### src/rtl/mem_wb_pkg.sv
// mem_wb_pkg: shared widths, load-type encodings and pipeline register layout for MEM/WB.
package mem_wb_pkg;
  localparam int RegBus = 32;
  localparam int RegAddrBus = 5;
  localparam logic [RegBus-1:0] ZeroWord = '0;
  typedef enum logic [2:0] {
    LOAD_NONE = 3'd0,
    LOAD_LB   = 3'd1,
    LOAD_LBU  = 3'd2,
    LOAD_LH   = 3'd3,
    LOAD_LHU  = 3'd4,
    LOAD_LW   = 3'd5,
    LOAD_LWL  = 3'd6,
    LOAD_LWR  = 3'd7
  } load_op_t;
  typedef struct packed {
    logic                  wreg;
    logic [RegAddrBus-1:0] wd;
    logic [RegBus-1:0]     wdata;
    load_op_t              load_op;
    logic [1:0]            addr_lo;
    logic [RegBus-1:0]     rt;
  } pipe_t;
endpackage

### src/rtl/mem_wb_load_align.sv
// load_align: big-endian load byte/half selection, extension and LWL/LWR merging.
module load_align
  import mem_wb_pkg::*;
(
  input  load_op_t          load_op,
  input  logic [1:0]        addr_lo,
  input  logic [RegBus-1:0] m,
  input  logic [RegBus-1:0] rt,
  output logic [RegBus-1:0] data
);
  logic [7:0] b;
  logic [15:0] h;
  logic [4:0] sh_l, sh_r;
  assign sh_l = {addr_lo, 3'b000};
  assign sh_r = {~addr_lo, 3'b000};
  assign b = m[sh_r +: 8];
  assign h = addr_lo[1] ? m[15:0] : m[31:16];
  always_comb begin
    data = ZeroWord;
    case (load_op)
      LOAD_LB:  data = {{24{b[7]}}, b};
      LOAD_LBU: data = {24'h0, b};
      LOAD_LH:  data = {{16{h[15]}}, h};
      LOAD_LHU: data = {16'h0, h};
      LOAD_LW:  data = m;
      // LWL keeps the low rt bytes not covered by memory; LWR keeps the high ones
      LOAD_LWL: data = (m << sh_l) | (rt & ~(32'hFFFF_FFFF << sh_l));
      LOAD_LWR: data = (m >> sh_r) | (rt & ~(32'hFFFF_FFFF >> sh_r));
      default:  data = ZeroWord;
    endcase
  end
endmodule

### src/rtl/mem_wb.sv
// mem_wb: MEM/WB pipeline register with stall/flush bubbles and a read-data hold for WB stalls.
module mem_wb
  import mem_wb_pkg::*;
(
  input  logic                  clk,
  input  logic                  rst,
  input  logic                  mem_stall,
  input  logic                  wb_stall,
  input  logic                  flush,
  input  logic                  mem_wreg,
  input  logic [RegAddrBus-1:0] mem_wd,
  input  logic [RegBus-1:0]     mem_wdata,
  input  logic [2:0]            mem_load_op,
  input  logic [1:0]            mem_addr_lo,
  input  logic [RegBus-1:0]     mem_rt,
  input  logic [RegBus-1:0]     ram_rdata,
  output logic                  wb_we,
  output logic [RegAddrBus-1:0] wb_waddr,
  output logic [RegBus-1:0]     wb_wdata
);
  pipe_t pipe;
  logic hold_valid;
  logic [RegBus-1:0] hold_data, m, aligned;
  logic advance, capture;
  assign advance = flush || !(mem_stall && wb_stall);
  assign capture = !flush && !mem_stall;
  always_ff @(posedge clk or posedge rst) begin
    if (rst) begin
      pipe       <= '0;
      hold_valid <= 1'b0;
      hold_data  <= ZeroWord;
    end else if (advance) begin
      pipe       <= capture ? pipe_t'{mem_wreg, mem_wd, mem_wdata, load_op_t'(mem_load_op), mem_addr_lo, mem_rt} : '0;
      hold_valid <= 1'b0;
    end else if (!hold_valid) begin
      hold_data  <= ram_rdata;
      hold_valid <= 1'b1;
    end
  end
  // the synchronous RAM only presents the word for one cycle, so a stalled load reads the hold copy
  assign m = hold_valid ? hold_data : ram_rdata;
  load_align u_align (
    .load_op(pipe.load_op),
    .addr_lo(pipe.addr_lo),
    .m(m),
    .rt(pipe.rt),
    .data(aligned)
  );
  assign wb_we    = pipe.wreg && (pipe.wd != '0);
  assign wb_waddr = pipe.wd;
  assign wb_wdata = (pipe.load_op == LOAD_NONE) ? pipe.wdata : aligned;
endmodule

### config.mk
export PLATFORM = sky130hd
export DESIGN_NAME = mem_wb
export DESIGN_NICKNAME = d
export VERILOG_FILES = /design/src/rtl/mem_wb_pkg.sv /design/src/rtl/mem_wb_load_align.sv /design/src/rtl/mem_wb.sv
export SDC_FILE = /design/constraint.sdc
export NUM_CORES = 1
export LEC_CHECK = 0
export CAP_MARGIN = 20
export CORE_MARGIN = 3
export CORE_UTILIZATION = 50
export DETAILED_ROUTE_END_ITERATION = 10
export GPL_TIMING_DRIVEN = 0
export PLACE_DENSITY = 0.92
export SLEW_MARGIN = 20
export SYNTH_ARGS = -nofsm -noshare
export SYNTH_HDL_FRONTEND = slang
export SYNTH_SLANG_ARGS = --single-unit
### constraint.sdc
create_clock -name clk -period 5.39 [get_ports clk]
set_input_delay 1.617 -clock clk [delete_from_list [all_inputs] [get_ports clk]]
set_output_delay 1.617 -clock clk [all_outputs]
set_load 0.05 [all_outputs]
==> run summary, run 1 <==
The flow ran to the end, and the final reports show no timing, DRC or antenna violations. The maximum fanout encountered on the critical timing path is 3, and the die extent in y is 120 um. The number of flops mapped to enable cells by yosys was 0; the initial standard-cell utilization of the core was 0.513. The share of the yosys chip area belonging to registers is 0.416. The shortest clock period the worst path allows after layout was 5.36 ns. For the data required time at the worst endpoint, the log shows 3.77 ns.

The share of the clock period used by the worst path works out to 0.994. Global routing finished with a remaining overflow of 0. Before antenna repair, the detailed router went through 6 iterations.

Based on the critical path, the design can be clocked at up to 187 MHz. The proportion of total power due to net switching was 0.347; the remaining routing DRC violations was 0. In the synthesized netlist the dominant register cell turns out to be sky130_fd_sc_hd__dfrtp_1. The mean post-synth cell area works out to 10.2 um^2.

The total number of yosys warnings was 0; the H-tree depth was 3. The run gives 6641 as the number of global-route vias before repair. The post-synthesis to final-layout area growth is 32.5%, and the largest incremental delay on the critical path is 0.58 ns. In this run the cell area measured after placement is 8240 um^2. Type of the most critical hold path: flip-flop to flip-flop. The deepest clock path buffer count is 2.

Cell internal power was estimated by the tool at 1.58 mW. STA classifies the critical path endpoint as an output pin. Routability-driven placement finished with a final weighted congestion of 1.05. The cell sitting at the root of the clock tree is a sky130_fd_sc_hd__clkbuf_16. The number of antenna diodes in the final layout is 0. Share of the synthesized area in the top cell type: 0.416.

The number of nets with antenna violations after detailed routing was 0; the number of storage elements in the synthesis netlist was 108. STA classifies the critical path startpoint as an input pin. For the cell area after synthesis, the log shows 6500 um^2. At the pin with the least slew margin, the transition time is 0.842 ns.

The core region is 12700 um^2. Across the run, the number of max-cap violations was 0. The tools report the clock share of power as 0.302. By area the synthesized netlist is led by sky130_fd_sc_hd__dfrtp_1 42%, sky130_fd_sc_hd__a22o_1 10%, sky130_fd_sc_hd__mux2i_1 8.5%. Async set or reset register ratio after synthesis: 1.00. Timing analysis after detailed placement gives a worst setup slack of -0.796 ns. Setup repair after global routing left no endpoint under its margin.

The logs give 41 for the floorplan row count and 56 for the pin count of the biggest net entering global routing. By count the netlist is led by 108 x sky130_fd_sc_hd__dfrtp_1, 78 x sky130_fd_sc_hd__nor2_1, 75 x sky130_fd_sc_hd__a22o_1, 55 x sky130_fd_sc_hd__mux2i_1, 52 x sky130_fd_sc_hd__a21oi_1. The hold violation count in the final report was 0.

The tools report the part of the total power dissipated in combinational logic as 0.304. First-pass GRT wire length: 39900 um. The clock reaches the later pin of the worst-skew pair after 0.37 ns.

Most common cell in the synthesized netlist: sky130_fd_sc_hd__dfrtp_1. For the net switching power, the log shows 842 uW. The die covers 14400 um^2.

The tools report the maximum ir drop on the vdd rail as 0.203 mV. The logs give 2.42 mW for the total power of the final layout and 0.0315 ns for the smallest setup slack after layout. The die is 120 um wide.

The run gives 0.439 as the max-slew headroom at the worst pin. The half-perimeter wire length after detailed placement was 20200 um; the routed wirelength normalized by instance count was 27.7 um. The fraction of final layout cells sized beyond drive strength 1 works out to 0.157. After clock tree synthesis, the clock-pin slew on the worst setup and hold paths is 0.07 ns.

The net count of the mapped netlist is 750, and the count of pins over their slew limit is 0. TritonCTS created 9 clock buffers. The part of the total power dissipated in sequential elements came out at 0.394.

The total power divided by cell area works out to 281 nW/um^2. The slowest stage of the critical path is the sky130_fd_sc_hd__mux4_2 cell. Kind of critical path: input pin to output pin.

During placement, the flow inserted port buffers numbering 149. The analysis attributes to cell leakage a power of 3.55 nW. Wires add up to 27000 um. For this run, the post-layout net count is 911. The number of different library cells used by synthesis comes to 53. Between clock sinks in the finished design, the worst skew comes to 0.00812 ns.

The total global routing track utilization is 0.375. The count of vias placed by the detailed router was 6593; the count of buffers added by post-CTS timing repair for setup was 0. Walking the worst path, the cells encountered are clkdlybuf4s50_1 > mux4_2 > mux2i_4 > nor2_1 > o32a_1 > clkdlybuf4s15_2. The clock sink count was 108. The per-cell via count in the routed design is 6.76. In this run the register-to-register setup slack is 2.99 ns. Count of boundary I/O pins: 150.

TritonCTS built the clock tree. The most area-hungry cell type in the Yosys netlist is sky130_fd_sc_hd__dfrtp_1. Number of cells produced by synthesis: 638.

The logs give 0 for the initial antenna violation count and 903 for the count of routing violations after the opening detailed-route iteration. The arrival time reported for the critical path endpoint was 3.74 ns. Setup violations remaining at the end of the flow were counted as 0.

The finished cells cover 8610 um^2.
-- worst max-delay path: cells and delay by family --
| family | cells | cell delay [ns] |
|---|---|---|
| mux | 2 | 0.87 |
| compound gates | 1 | 0.36 |
| simple gates | 1 | 0.11 |
| buf+inv | 2 | 0.79 |
-- power groups by stage --
stage | logic [mW] | registers [mW] | clock network [mW]
after floorplan | 0.442 | 0.936 | 0
after global placement | 0.712 | 0.953 | 0
after detailed placement | 0.725 | 0.960 | 0
after CTS | 0.722 | 0.949 | 0.734
after global routing | 0.768 | 0.960 | 0.768
final | 0.737 | 0.955 | 0.733
-- final cells by class --
cell class	instances	area, um^2
Sequential cell	108	2700
Fill cell	1024	4060
Clock buffer	9	225
Buffer	63	310
Multi-Input combinational cell	461	3630
Inverter	6	27.5
Clock inverter	6	95.1
Tap cell	172	215
Timing Repair Buffer	150	1410
-- metrics by stage --
step | hold WS [ns] | util | cells | TNS (ns)
after floorplan | 0.473 | - | 638 | 0
after global placement | 0.489 | 0.648 | 959 | -71.86
after detailed placement | 0.493 | 0.650 | 960 | -17.25
after CTS | 0.513 | 0.680 | 975 | 0
after global routing | 0.525 | 0.680 | 975 | 0
final | 0.513 | 0.680 | 975 | 0
-- final timing paths --
| check | depth (start not counted) | startpoint | endpoint |
|---|---|---|---|
| max in group asynchronous | 3 | rst | pipe[48] |
| min | 1 | pipe[60] | pipe[60] |
| max | 6 | ram_rdata[11] | wb_wdata[3] |
| min reg2reg | 1 | pipe[60] | pipe[60] |
| max reg2reg | 6 | hold_valid | hold_data[7] |
| min in group asynchronous | 2 | rst | hold_valid |
-- kinds of logic after synthesis --
logic type / Yosys count / share of synthesized area
compound gates: 233 / 0.263
simple gates: 140 / 0.0983
buf+inv: 69 / 0.0512
mux: 88 / 0.172
flops: 108 / 0.416
-- metal layers --
layer	vias up	share of wire	track usage
met5	-	0	0
met4	0	0.055	0.185
met3	114	0.11	0.0947
met2	513	0.45	0.575
met1	3194	0.39	0.495
li1	2772	-	-
-- flip-flops by register name (all words and copies together) (netlist names) --
| signal | count |
|---|---|
| pipe | 70 |
| hold_data | 32 |
| hold_valid | 1 |
| wb_waddr | 5 |
-- layout by cell type, fill, tap and decap left out, types with 3 or more instances in the layout --
master | synthesis | routed
sky130_fd_sc_hd__mux2i_2 | 2 | 9
sky130_fd_sc_hd__dfrtp_1 | 108 | 108
sky130_fd_sc_hd__inv_6 | 0 | 3
sky130_fd_sc_hd__o31ai_1 | 4 | 4
sky130_fd_sc_hd__nor2b_1 | 5 | 5
sky130_fd_sc_hd__clkbuf_16 | 0 | 9
sky130_fd_sc_hd__o21ai_0 | 23 | 23
sky130_fd_sc_hd__buf_1 | 8 | 8
sky130_fd_sc_hd__clkbuf_1 | 29 | 29
sky130_fd_sc_hd__buf_6 | 3 | 4
sky130_fd_sc_hd__o221ai_1 | 7 | 7
sky130_fd_sc_hd__clkdlybuf4s50_1 | 0 | 113
sky130_fd_sc_hd__nand2b_1 | 8 | 8
sky130_fd_sc_hd__o32a_1 | 19 | 19
sky130_fd_sc_hd__clkdlybuf4s15_2 | 0 | 3
sky130_fd_sc_hd__a21oi_1 | 52 | 52
sky130_fd_sc_hd__dlygate4sd2_1 | 0 | 11
sky130_fd_sc_hd__mux4_2 | 17 | 17
sky130_fd_sc_hd__o22a_1 | 10 | 10
sky130_fd_sc_hd__mux2i_4 | 0 | 10
sky130_fd_sc_hd__nand3_1 | 5 | 5
sky130_fd_sc_hd__buf_4 | 9 | 10
sky130_fd_sc_hd__o22ai_1 | 21 | 21
sky130_fd_sc_hd__a22o_1 | 75 | 75
sky130_fd_sc_hd__a31oi_1 | 3 | 3
sky130_fd_sc_hd__nand2_1 | 23 | 23
sky130_fd_sc_hd__nor2_1 | 78 | 78
sky130_fd_sc_hd__inv_1 | 5 | 4
sky130_fd_sc_hd__buf_2 | 14 | 29
sky130_fd_sc_hd__and3b_1 | 3 | 3
sky130_fd_sc_hd__clkbuf_2 | 0 | 5
sky130_fd_sc_hd__mux2_2 | 14 | 14
sky130_fd_sc_hd__a2111oi_0 | 3 | 3
sky130_fd_sc_hd__mux2i_1 | 55 | 38
sky130_fd_sc_hd__a211oi_1 | 5 | 5
-- repair_timing --
action	CTS	global route
pin swaps	1	1
gates resized for setup	139	15
setup endpoints to repair	32	10
hold buffers	0	0
No activity file was read; power rests on OpenSTA's default activity.
==> inputs of run 2 (changes only) <==
- CORE_UTILIZATION: 50 -> 25
- PLACE_DENSITY: 0.92 -> 0.58
==> run 2 against run 1 <==
Compared with the run above: register-to-register slack got worse by 0.11 ns; flip-flop and latch count did not move; routed wire length rose by 5.8%; die area rose by 94%; critical path depth did not move; non-clock buffer count rose by 6; fmax fell by 0.52%; sequential power barely moved; combinational power rose by 3.4%; largest cell class unchanged; highest routed layer unchanged.
==> run summary, run 2 (same netlist as run 1, synthesis figures left out) <==
The run finished with clean final reports. TritonCTS built the clock tree. In this run the cell area measured after placement is 8440 um^2.

The routability-driven placement congestion ratio was 1.01. The share of the clock period used by the worst path came out at 0.999. The run gives 0 as the initial antenna violation count.

The die is 167 um wide. The clock slew at the register clock pins of the worst setup and hold paths is 0.07 ns. The clock passes through at most 2 buffers. Using the TritonRoute via totals, the vias-per-cell ratio works out to 5.41. The worst clock skew was 0.00545 ns. Summing all flip-flop and latch instances after layout gives 2700 um^2. Prior to clock tree synthesis, the placed netlist has a worst setup slack of -0.871 ns. Maximum ir drop on the vdd rail: 0.137 mV.

Relative to the synthesized area, the layout overhead comes to 37.8%. The library cells used most frequently in the layout, excluding fill and tap cells, are 114 x sky130_fd_sc_hd__clkdlybuf4s50_1, 108 x sky130_fd_sc_hd__dfrtp_1, 78 x sky130_fd_sc_hd__nor2_1. The data required time at the worst endpoint is 3.77 ns. Total placed cells including tap cells: 1118.

During I/O placement, the number of pins put on the boundary was 150. The first global-routing pass estimated 41300 um of wire. The number of maximum-capacitance violations was 0. The accumulated negative setup slack was 0 ns; the area of the die was 28000 um^2. The routed wirelength normalized by instance count is 25.1 um, and the met2 routed wirelength is 12900 um. The run gives 0.256 as the initial standard-cell utilization of the core. The smallest setup slack after layout is 0.00373 ns, and the total power divided by cell area is 270 nW/um^2.

After floorplanning, the core was sized to cover 25400 um^2. The run gives 13000 um as the total routed wire length on the met1 layer. The logs give 0.353 for the utilization of the core after routing and 3690 um^2 for the area of combinational cells with multiple inputs. For the pin with the worst max-slew slack, the measured transition is 0.800 ns. The pin count of the biggest net entering global routing was 59. The min-delay analysis places its worst path in the category flip-flop to flip-flop. The post-layout instance count excluding filler cells was 1140.

The critical path is of the input pin to output pin type. Summing all non-filler instances in the final layout gives an area of 8960 um^2. For the H-tree depth, the log shows 3.

The total of buffers placed on input and output ports was 149; the clock sink count was 108. The leakage power figure was 3.58 nW; the number of buffers inserted during clock tree synthesis was 9. The count of pins over their slew limit is 0. The maximum fanout encountered on the critical timing path was 5. Buffers inserted to repair hold after CTS numbered 0.

The floorplan row count was 58; the iteration count of the initial detailed-routing pass was 5. For the count of routing violations after the opening detailed-route iteration, the log shows 540. The library cell used most frequently in the layout, excluding fill and tap cells, is sky130_fd_sc_hd__clkdlybuf4s50_1. The top layer used by detailed routing was met4. The tools report the clock tree root driver cell as sky130_fd_sc_hd__clkbuf_16. The total global routing track utilization was 0.200; the shortest clock period the worst path allows after layout was 5.39 ns.

The number of failing setup endpoints in the final timing report was 0; the number of global-route vias before repair was 6152. The half-perimeter wire length after detailed placement is 22200 um. The floorplan step set the die height to 167 um. The capturing element type of the critical path was an output pin. In the final design database the tool counted 917 nets. The fraction of final layout cells sized beyond drive strength 1 came out at 0.173. For this run the aggregate overflow at the end of global routing stands at 0. The total routed wirelength was 28600 um; the max-slew headroom at the worst pin was 0.452. Timing would allow up to 186 MHz. The register with the most flip-flops in the final layout is pipe. The hold violation count in the final report came out at 0. The clock reaches the later pin of the worst-skew pair after 0.36 ns. STA classifies the critical path startpoint as an input pin.

The layout has 2612 filler cells. For this run, design rule violations remaining after detail routing come to 0. Arrival time reported for the critical path endpoint: 3.77 ns. Detailed routing placed a total of 2060 um of wire on met3.

The tools report the total power of the final layout as 2.42 mW. The detail route stage leaves a number of antenna-violating nets equal to 0. The number of antenna diodes in the final layout is 0.

Across all layers, the routed design uses 6168 vias. The run gives 0.510 ns as the minimum hold slack. The register with the most flip-flops in the layout has 70 of them.
## run 2: cell types whose count changed in the layout (fill, tap and decap cells not counted), moves of 2 or more
cell	delta
sky130_fd_sc_hd__buf_2	-4
sky130_fd_sc_hd__buf_4	+5
sky130_fd_sc_hd__clkbuf_2	-2
sky130_fd_sc_hd__clkdlybuf4s15_2	+10
sky130_fd_sc_hd__dlygate4sd2_1	-5
sky130_fd_sc_hd__mux2i_1	-3
sky130_fd_sc_hd__mux2i_4	+4
## run 2: final timing paths
check | depth (start not counted) | slack [ns] | start | endpoint
max in group asynchronous | 3 | 3.06 | rst | pipe[10]
hold reg to reg | 1 | 0.51 | pipe[3] | pipe[3]
hold / removal | 1 | 0.51 | pipe[3] | pipe[3]
setup / recovery | 6 | 0.004 | ram_rdata[21] | wb_wdata[13]
setup reg to reg | 6 | 2.88 | hold_valid | hold_data[13]
min in group asynchronous | 2 | 1.66 | rst | hold_data[7]
## run 2: final cells by class
cell class | instances | area share
timing repair buffer | 156 | 0.168
sequential | 108 | 0.302
clock inverter | 7 | 0.00935
buffer | 63 | 0.0346
tap | 330 | 0.0461
inverter | 6 | 0.00307
clock buffer | 9 | 0.0251
multi-input combinational | 461 | 0.412
## run 2: repair_timing
action	CTS	global route
resized for setup	137	22
setup endpoints to repair	32	19
buffers inserted	3	3
gates cloned	0	0
endpoints found under the hold margin	0	0
pin swaps	2	1
## run 2: worst max-delay path, cell delays in order
cell                              delay (ns)
sky130_fd_sc_hd__clkdlybuf4s50_1        0.54
sky130_fd_sc_hd__mux2i_2                0.18
sky130_fd_sc_hd__a2111oi_1              0.73
sky130_fd_sc_hd__nor4_4                 0.12
sky130_fd_sc_hd__a31oi_1                0.26
sky130_fd_sc_hd__clkbuf_2               0.32
## run 2: power by group
| group | internal (mW) | leakage, nW | switching (mW) |
|---|---|---|---|
| Sequential | 0.883 | 1.38 | 0.0689 |
| Combinational | 0.307 | 2.05 | 0.455 |
| Clock | 0.368 | 0.148 | 0.334 |
## run 2: per-layer routing
metal / vias to the layer above / track usage
met1: 3065 / 0.281
met5: - / 0
li1: 2790 / -
met2: 286 / 0.305
met3: 27 / 0.0484
met4: 0 / 0.0633
==> inputs of run 3 (changes only) <==
- ABC_CLOCK_PERIOD_IN_PS: default -> 5390
- CAP_MARGIN: 20 -> 25
==> results of run 3 <==
No change in the layout: final DEF, timing and power equal those of run 2.
